[src/rtl/rst_seq_sync_if.sv]
// Reset-sequencer signal bundle: software reset request in, staged resets and cause out.
// All signals are levels; the sequencer samples sw_rst_req_i on clk_i and drives the rest from flops.
interface rst_seq_sync_if;
  logic       sw_rst_req_i;
  logic       rst_periph_no;
  logic       rst_core_no;
  logic       rst_done_o;
  logic [1:0] rst_cause_o;

  modport master (
    output sw_rst_req_i,
    input  rst_periph_no,
    input  rst_core_no,
    input  rst_done_o,
    input  rst_cause_o
  );

  modport slave (
    input  sw_rst_req_i,
    output rst_periph_no,
    output rst_core_no,
    output rst_done_o,
    output rst_cause_o
  );
endinterface

[src/rtl/rst_seq_sync.sv]
// Staged reset sequencer: synchronised release, hold, peripheral-then-core release.
// Optional software reset is enabled by defining RST_SEQ_SW_RESET_EN.
module rst_seq_sync #(
  parameter int SyncStages    = 2,
  parameter int HoldCycles    = 16,
  parameter int StageGap      = 4,
  parameter int SwPulseCycles = 8
) (
  input  logic                clk_i,
  input  logic                rst_ni,
  rst_seq_sync_if.slave       bus,
  output logic [2:0]          dbg_state_o
);

  localparam int MaxA   = (HoldCycles > StageGap) ? HoldCycles : StageGap;
  localparam int MaxCnt = (MaxA > SwPulseCycles) ? MaxA : SwPulseCycles;
  localparam int CntW   = $clog2(MaxCnt) + 1;

  typedef enum logic [2:0] {
    ST_RESET  = 3'd0,
    ST_HOLD   = 3'd1,
    ST_PERIPH = 3'd2,
`ifdef RST_SEQ_SW_RESET_EN
    ST_RUN    = 3'd3,
    ST_SW     = 3'd4
`else
    ST_RUN    = 3'd3
`endif
  } state_e;

  logic [SyncStages-1:0] sync_q;
  state_e                state_q, state_d;
  logic [CntW-1:0]       cnt_q, cnt_d;
  logic                  periph_q, periph_d;
  logic                  core_q, core_d;
  logic                  done_q;
  logic [1:0]            cause_q, cause_d;

  // Release synchroniser: clears asynchronously, shifts ones in on clk_i.
  always_ff @(posedge clk_i or negedge rst_ni) begin
    if (!rst_ni) begin
      sync_q <= '0;
    end else begin
      sync_q <= {sync_q[SyncStages-2:0], 1'b1};
    end
  end

  always_ff @(posedge clk_i or negedge rst_ni) begin
    if (!rst_ni) begin
      state_q  <= ST_RESET;
      cnt_q    <= '0;
      periph_q <= 1'b0;
      core_q   <= 1'b0;
      done_q   <= 1'b0;
      cause_q  <= 2'b01;
    end else begin
      state_q  <= state_d;
      cnt_q    <= cnt_d;
      periph_q <= periph_d;
      core_q   <= core_d;
      done_q   <= core_d;
      cause_q  <= cause_d;
    end
  end

  always_comb begin
    state_d  = state_q;
    cnt_d    = cnt_q;
    periph_d = periph_q;
    core_d   = core_q;
    cause_d  = cause_q;
    unique case (state_q)
      ST_RESET: begin
        periph_d = 1'b0;
        core_d   = 1'b0;
        cnt_d    = '0;
        if (sync_q[SyncStages-1]) state_d = ST_HOLD;
      end
      ST_HOLD: begin
        if (cnt_q == CntW'(HoldCycles - 1)) begin
          state_d  = ST_PERIPH;
          cnt_d    = '0;
          periph_d = 1'b1;
        end else begin
          cnt_d = cnt_q + 1'b1;
        end
      end
      ST_PERIPH: begin
        if (cnt_q == CntW'(StageGap - 1)) begin
          state_d = ST_RUN;
          cnt_d   = '0;
          core_d  = 1'b1;
        end else begin
          cnt_d = cnt_q + 1'b1;
        end
      end
      ST_RUN: begin
        cnt_d = '0;
`ifdef RST_SEQ_SW_RESET_EN
        // Level-sensitive: a request still high on return to RUN retriggers.
        if (bus.sw_rst_req_i) begin
          state_d  = ST_SW;
          periph_d = 1'b0;
          core_d   = 1'b0;
          cause_d  = 2'b10;
        end
`endif
      end
`ifdef RST_SEQ_SW_RESET_EN
      ST_SW: begin
        if (cnt_q == CntW'(SwPulseCycles - 1)) begin
          state_d = ST_HOLD;
          cnt_d   = '0;
        end else begin
          cnt_d = cnt_q + 1'b1;
        end
      end
`endif
      default: begin
        state_d = ST_RESET;
        cnt_d   = '0;
      end
    endcase
  end

`ifndef RST_SEQ_SW_RESET_EN
  logic sw_req_unused;
  assign sw_req_unused = bus.sw_rst_req_i;
`endif

  assign bus.rst_periph_no = periph_q;
  assign bus.rst_core_no   = core_q;
  assign bus.rst_done_o    = done_q;
  assign bus.rst_cause_o   = cause_q;
  assign dbg_state_o       = state_q;

endmodule

[src/flat_wrapper.sv]
// flat-port wrapper written by rule: the top's interface ports become plain ports
module rst_seq_sync_flat 
#(
  parameter int SyncStages    = 2,
  parameter int HoldCycles    = 16,
  parameter int StageGap      = 4,
  parameter int SwPulseCycles = 8
)
  (clk_i, rst_ni, dbg_state_o, bus_sw_rst_req_i, bus_rst_periph_no, bus_rst_core_no, bus_rst_done_o, bus_rst_cause_o);
  rst_seq_sync_if bus_i ();
  input  logic clk_i;
  input  logic rst_ni;
  output logic [2:0] dbg_state_o;
  input wire logic [$bits(bus_i.sw_rst_req_i)-1:0] bus_sw_rst_req_i;
  output wire logic [$bits(bus_i.rst_periph_no)-1:0] bus_rst_periph_no;
  output wire logic [$bits(bus_i.rst_core_no)-1:0] bus_rst_core_no;
  output wire logic [$bits(bus_i.rst_done_o)-1:0] bus_rst_done_o;
  output wire logic [$bits(bus_i.rst_cause_o)-1:0] bus_rst_cause_o;
  assign bus_i.sw_rst_req_i = bus_sw_rst_req_i;
  assign bus_rst_periph_no = bus_i.rst_periph_no;
  assign bus_rst_core_no = bus_i.rst_core_no;
  assign bus_rst_done_o = bus_i.rst_done_o;
  assign bus_rst_cause_o = bus_i.rst_cause_o;
  rst_seq_sync #(.SyncStages(SyncStages), .HoldCycles(HoldCycles), .StageGap(StageGap), .SwPulseCycles(SwPulseCycles)) u_core (.clk_i(clk_i), .rst_ni(rst_ni), .bus(bus_i), .dbg_state_o(dbg_state_o));
endmodule
[config.mk]
export PLATFORM = sky130hd
export DESIGN_NAME = rst_seq_sync_flat
export DESIGN_NICKNAME = d
export VERILOG_FILES = /design/src/rtl/rst_seq_sync_if.sv /design/src/rtl/rst_seq_sync.sv /design/src/flat_wrapper.sv
export SDC_FILE = /design/constraint.sdc
export NUM_CORES = 1
export LEC_CHECK = 0
export BUFFER_PORTS_ARGS = -buffer_cell sky130_fd_sc_hd__clkbuf_2
export CAP_MARGIN = 20
export CORE_AREA = 2 2 39 41
export DETAILED_ROUTE_END_ITERATION = 6
export DIE_AREA = 0 0 41 43
export PLACE_DENSITY = 0.69
export SYNTH_ARGS = -nofsm -noshare
export SYNTH_HDL_FRONTEND = slang
export SYNTH_SLANG_ARGS = --single-unit
[constraint.sdc]
create_clock -name clk_i -period 5.8 [get_ports clk_i]
set_input_delay 1.16 -clock clk_i [delete_from_list [all_inputs] [get_ports clk_i]]
set_output_delay 1.16 -clock clk_i [all_outputs]
set_load 0.005 [all_outputs]
==> results of run 1 <==
-- worst paths after layout --
kind / from / to / slack, ns / cells after the start
worst max-delay path: u_core.dbg_state_o[0] / dbg_state_o[0] / 3.79 / 1
worst min-delay path: u_core.sync_q[0] / u_core.sync_q[1] / 0.35 / 0
worst max register to register: u_core.cnt_q[0] / u_core.dbg_state_o[1] / 3.81 / 4
worst min register to register: u_core.sync_q[0] / u_core.sync_q[1] / 0.35 / 0
max in group asynchronous: rst_ni / u_core.cnt_q[0] / 4.83 / 1
min in group asynchronous: rst_ni / u_core.cnt_q[2] / 0.74 / 1
-- through the flow --
step | utilization | hold slack (ns) | power [mW] | cells
floorplan | - | 0.331 | 0.220 | 56
global placement | 0.473 | 0.333 | 0.249 | 74
finish | 0.492 | 0.355 | 0.302 | 78
CTS | 0.492 | 0.359 | 0.308 | 78
global route | 0.492 | 0.371 | 0.330 | 78
detailed placement | 0.473 | 0.344 | 0.253 | 74
-- Yosys cell counts --
cell,instances
a2111oi_4,1
a21boi_0,1
a21oi_1,1
and3b_1,1
buf_4,4
conb_1,2
dfrtp_1,11
ha_1,8
inv_1,6
mux2_4,1
mux2i_1,1
nand2_1,2
nand3_1,2
nand3b_1,1
nor2b_1,2
nor3b_1,3
o21ai_0,2
o21bai_1,1
o2bb2ai_1,1
or4b_4,1
xnor2_1,1
xor2_1,1
-- layout make-up --
class	count	area, µm²
multi-input cells	35	307
fillers	149	703
inverters	6	22.5
flip-flops and latches	11	275
well taps	16	20.0
repair buffers	6	30.0
clock buffers	4	26.3
-- registers in the layout (all words and copies together), names as in the netlist --
name                      flops
u_core.bus.rst_core_no        1
u_core.cnt_q                  5
u_core.sync_q                 2
u_core.bus.rst_periph_no      1
u_core.dbg_state_o            2
-- cells by family after synthesis --
kind of cell    count (synthesis)  synth area share
other cells                     2            0.0120
flops                          11             0.439
simple gates                   12             0.132
buf+inv                        10            0.0838
fa+ha+maj                       8             0.160
compound gates                  7             0.106
xor+xnor                        2            0.0279
mux                             2            0.0399
-- report_power, final --
group	switching [mW]	internal [mW]	leakage [nW]	total (mW)
Clock	0.0255	0.0266	0.0150	0.0521
Sequential	0.0156	0.0926	0.144	0.108
Combinational	0.0680	0.0733	0.184	0.141
-- per-layer routing --
metal  GRT usage  vias to the layer above  wire, µm
met5           0                        -         0
met4      0.0400                        0        10
met3      0.0942                        2        57
met2       0.213                       10       474
met1       0.160                      182       356
li1            -                      191         -
-- worst register-to-register path: cells and delay by family, from the launching register on --
family	cells	cell delay, ns
AO/OA/AOI/OAI	1	0.44
adder cells (fa/ha/maj)	1	0.21
flip-flops	1	0.38
multiplexers	1	0.33
AND/OR/NAND/NOR	1	0.52
==> impl_metrics.env, run 1 <==
export IMPL_grt_pass1_wl_um=1610
export IMPL_numCtsBuffers=3
export IMPL_drive_above_1_share=0.194
export IMPL_root_buffer="clkbuf_4"
export IMPL_pre_cts_ws_ns=3.81
export IMPL_slowest_stage="dfrtp_1"
export IMPL_crit_chain="clkbuf_2"
export IMPL_overflow=0
export IMPL_cpPeakStageDelay_ns=0.43
export IMPL_cts_tree="yes"
export IMPL_cp_arrival_ns=0.85
export IMPL_path_clk_slew_ns=0.07
export IMPL_fin_setup_tns_ns=0
export IMPL_drtPass1Iterations=2
export IMPL_syn_area_um2=627
export IMPL_worst_clock_skew_ns=0.0134
export IMPL_grt_start_max_net_pins=12
export IMPL_num_vias=385
export IMPL_hold_viol=0
export IMPL_crit_type="reg -> out"
export IMPL_finalCritPeriodShare=0.346
export IMPL_syn_to_final_growth_pct=8.58
export IMPL_cts_setup_buffers=0
export IMPL_setup_viol_count_final=0
export IMPL_endpoint_kind="output pin"
export IMPL_core_area_um2=1380
export IMPL_syn_area_per_cell_um2=11.6
export IMPL_ys_warn_count=0
export IMPL_power_leakage_nw=0.343
export IMPL_layout_commonest_cell="dfrtp_1"
export IMPL_timing_final_ws_setup_ns=3.79
export IMPL_fmax_ghz=0.498
export IMPL_start_util=0.453
export IMPL_vias_per_cell=4.94
export IMPL_ant_nets=0
export IMPL_n_antenna_cell=0
export IMPL_ios=11
export IMPL_syn_inst=54
export IMPL_drt_total_wl_um=899
export IMPL_worst_endpoint_required_ns=4.64
export IMPL_ys_seq_area_frac=0.439
export IMPL_critPathBufInv=1
export IMPL_die_y_um=43
export IMPL_placed_cell_area_um2=654
export IMPL_gp_congestion=0.727
export IMPL_ys_ff_latch=11
export IMPL_cap_violations=0
export IMPL_stdcell_area_um2=681
export IMPL_drtIter0Drc=3
export IMPL_yosysTopAreaCell="dfrtp_1"
export IMPL_wl_per_cell_um=11.5
export IMPL_antenna_found_initial=0
export IMPL_clockBufferDepth=2
export IMPL_drc=0
export IMPL_grt_pass1_vias=367
export IMPL_irDropWorstVdd_uv=234
export IMPL_yosysUniqueCellTypes=22
export IMPL_cts_resized_gates=0
export IMPL_synth_top_cell_area_share=0.439
export IMPL_hold_path_class="reg -> reg"
export IMPL_grtUsageTotal=0.142
export IMPL_powerDensity_nw_per_um2=443
export IMPL_die_area_um2=1760
export IMPL_critPathLaunchType="flip-flop"
export IMPL_portBuffers=6
export IMPL_cts_hold_buf=0
export IMPL_nets=74
export IMPL_clk_latency_ns=0.28
export IMPL_crit_family="flip-flops"
export IMPL_path_max_fanout=5
export IMPL_period_minus_slack_ns=2.01
export IMPL_synthTopCellsByArea="dfrtp_1 44%, ha_1 16%, buf_4 4.8%"
export IMPL_die_w_um=41
export IMPL_hpwl_um=732
export IMPL_final_cell_mix="11 x dfrtp_1, 8 x ha_1, 6 x inv_1, 6 x clkbuf_2, 4 x conb_1"
export IMPL_rsz0062_at_grt="false"
export IMPL_placementRows=14
export IMPL_drv_slew=0
export IMPL_h_tree_depth=1
export IMPL_outcome="completed"
export IMPL_cts_sinks=11
No activity file was read; power rests on OpenSTA's default activity.
==> run 2, diff against run 1 <==
--- a/config.mk
+++ b/config.mk
@@ -7,10 +7,9 @@
 export LEC_CHECK = 0
 export BUFFER_PORTS_ARGS = -buffer_cell sky130_fd_sc_hd__clkbuf_2
 export CAP_MARGIN = 20
-export CORE_AREA = 2 2 39 41
+export CORE_UTILIZATION = 47
 export DETAILED_ROUTE_END_ITERATION = 6
-export DIE_AREA = 0 0 41 43
-export PLACE_DENSITY = 0.69
+export PLACE_DENSITY = 0.72
 export SYNTH_ARGS = -nofsm -noshare
 export SYNTH_HDL_FRONTEND = slang
 export SYNTH_SLANG_ARGS = --single-unit
==> constraint.sdc (replaced) <==
create_clock -name clk_i -period 1.75 [get_ports clk_i]
set_input_delay 0.35 -clock clk_i [delete_from_list [all_inputs] [get_ports clk_i]]
set_output_delay 0.35 -clock clk_i [all_outputs]
set_load 0.005 [all_outputs]
==> impl_metrics.env, run 2 (synthesized netlist as in run 1, its figures left out) <==
export IMPL_h_tree_depth=1
export IMPL_r2r_start="u_core.cnt_q[1]"
export IMPL_worst_clock_skew_ns=0.00362
export IMPL_slowest_stage="or4b_4"
export IMPL_period_minus_slack_ns=1.84
export IMPL_cap_violations=0
export IMPL_gp_congestion=0.713
export IMPL_crit_chain="ha_2, or4b_4, a2111oi_4, mux2_4"
export IMPL_placementRows=12
export IMPL_grt_start_max_net_pins=12
export IMPL_nets=86
export IMPL_largest_reg_flops=5
export IMPL_core_area_um2=1170
export IMPL_hold_path_class="reg -> reg"
export IMPL_critPathLaunchType="flip-flop"
export IMPL_grt_pass1_wl_um=1880
export IMPL_drt_total_wl_um=1060
export IMPL_fmax_ghz=0.544
export IMPL_final_cell_mix="11 x buf_4, 11 x dfrtp_1, 7 x ha_1, 6 x inv_1, 6 x clkbuf_2"
export IMPL_p_sw_frac=0.340
export IMPL_regMostFlops="u_core.cnt_q"
export IMPL_setup_viol_count_final=2
export IMPL_ant_nets=0
export IMPL_die_y_um=38.5
export IMPL_worst_endpoint_required_ns=1.90
export IMPL_syn_to_final_growth_pct=25.1
export IMPL_finalCritPeriodShare=1.05
export IMPL_drc=0
export IMPL_holdWs_ns=0.356
export IMPL_hold_viol=0
export IMPL_n_antenna_cell=0
export IMPL_placedCellCount=82
export IMPL_drive_above_1_share=0.351
export IMPL_endpoint_kind="flip-flop"
export IMPL_regToRegEndpoint="u_core.dbg_state_o[1]"
export IMPL_clk_latency_ns=0.26
export IMPL_grt_pass1_vias=463
export IMPL_path_max_fanout=3
export IMPL_path_clk_slew_ns=0.07
export IMPL_die_w_um=38.5
export IMPL_num_vias=421
export IMPL_outcome="complete, but fails checks"
export IMPL_vias_per_cell=4.78
export IMPL_power_leakage_nw=0.404
export IMPL_wl_per_cell_um=12.0
export IMPL_min_to="u_core.sync_q[1]"
export IMPL_reg2regPathDepth=4
export IMPL_cts_tree="yes"
export IMPL_violations="setup timing"
export IMPL_antenna_found_initial=0
export IMPL_hold_path_startpoint="u_core.sync_q[0]"
export IMPL_power_internal_uw=753
export IMPL_cpPeakStageDelay_ns=0.49
export IMPL_cts_sinks=11
export IMPL_final_cell_count_no_fill=88
export IMPL_clockBufferDepth=2
export IMPL_root_buffer="clkbuf_4"
export IMPL_p_sw_uw=388
export IMPL_ios=11
export IMPL_pwr_share_clk=0.151
export IMPL_cp_arrival_ns=1.99
export IMPL_crit_type="reg -> reg"
export IMPL_drtPass1Iterations=2
export IMPL_combPwrFrac=0.542
export IMPL_die_area_um2=1480
export IMPL_start_util=0.535
export IMPL_reg2reg_slack_ns=-0.09
export IMPL_grtUsageTotal=0.189
export IMPL_numCtsBuffers=3
export IMPL_portBuffers=6
export IMPL_drtIter0Drc=1
export IMPL_hpwl_um=775
export IMPL_powerDensity_nw_per_um2=1460
export IMPL_irDropWorstVdd_uv=1170
export IMPL_min_path_cells=0
export IMPL_utilization=0.670
export IMPL_timing_final_ws_setup_ns=-0.0879
export IMPL_rsz0062_at_grt="true"
export IMPL_drv_slew=0
export IMPL_overflow=0
export IMPL_seqPwrFrac=0.307
run 2: changes by cell type in the layout (fill, tap and decap cells not counted):
cell / before / now
buf_4: 0 / 11
a21oi_1: 1 / 0
a21oi_2: 0 / 1
dlygate4sd3_1: 0 / 1
ha_1: 8 / 7
ha_2: 0 / 1
nor2b_1: 2 / 1
nor2b_4: 0 / 1
run 2: worst max-delay path, delay by kind of cell (launching register included):
family | cells | cell delay (ns)
AOI/OAI and AO/OA | 1 | 0.36
adders and majority gates | 1 | 0.20
DFF | 1 | 0.36
muxes | 1 | 0.33
and+or+nand+nor | 1 | 0.49
run 2: per-stage QoR:
step	area, µm²	setup WS, ns	setup TNS, ns	total power, mW
after detailed placement	729	-0.0727	-0.140	0.954
after global placement	729	-0.0714	-0.133	0.943
after global routing	785	-0.190	-0.402	1.24
after floorplan	637	-0.0829	-0.0829	0.731
final	785	-0.0879	-0.159	1.14
after CTS	769	-0.0843	-0.166	1.14
run 2: how the worst max path moves through the flow:
| stage | cells after the start | endpoint | startpoint |
|---|---|---|---|
| after floorplan | 4 | u_core.dbg_state_o[1] | u_core.cnt_q[0] |
| after global placement | 4 | u_core.dbg_state_o[1] | u_core.cnt_q[1] |
| after detailed placement | 4 | u_core.dbg_state_o[1] | u_core.cnt_q[1] |
| after CTS | 4 | u_core.dbg_state_o[1] | u_core.cnt_q[1] |
| after global routing | 5 | u_core.dbg_state_o[0] | u_core.cnt_q[1] |
| final | 4 | u_core.dbg_state_o[1] | u_core.cnt_q[1] |
run 2: area by class of cell:
class                           count  area [µm²]
Clock buffer                        4        26.3
Fill cell                          92         387
Inverter                            6        22.5
Multi-Input combinational cell     35         320
Sequential cell                    11         275
Tap cell                           14        17.5
Timing Repair Buffer               18         123
run 2: power groups by stage:
stage | clock network (mW) | registers [mW] | logic, mW
3_3_place_gp | 0 | 0.352 | 0.590
3_5_place_dp | 0 | 0.356 | 0.598
4_1_cts | 0.181 | 0.351 | 0.612
5_1_grt | 0.190 | 0.361 | 0.688
6_report | 0.173 | 0.350 | 0.619
2_1_floorplan | 0 | 0.359 | 0.372
run 2: routing by layer:
| layer | GRT usage | vias to the layer above | routed length, µm |
|---|---|---|---|
| li1 | - | 212 | - |
| met1 | 0.220 | 198 | 501 |
| met2 | 0.321 | 9 | 514 |
| met3 | 0.0523 | 2 | 29 |
| met4 | 0.0776 | 0 | 9 |
| met5 | 0 | - | 0 |
run 2: repair_timing:
| item | CTS | global route |
|---|---|---|
| pin swaps | 0 | 2 |
| hold buffers | 1 | 0 |
| setup buffers | 0 | 1 |
| setup endpoints to repair | 3 | 6 |
| gates resized for setup | 1 | 2 |
| hold endpoints to repair | 11 | 0 |
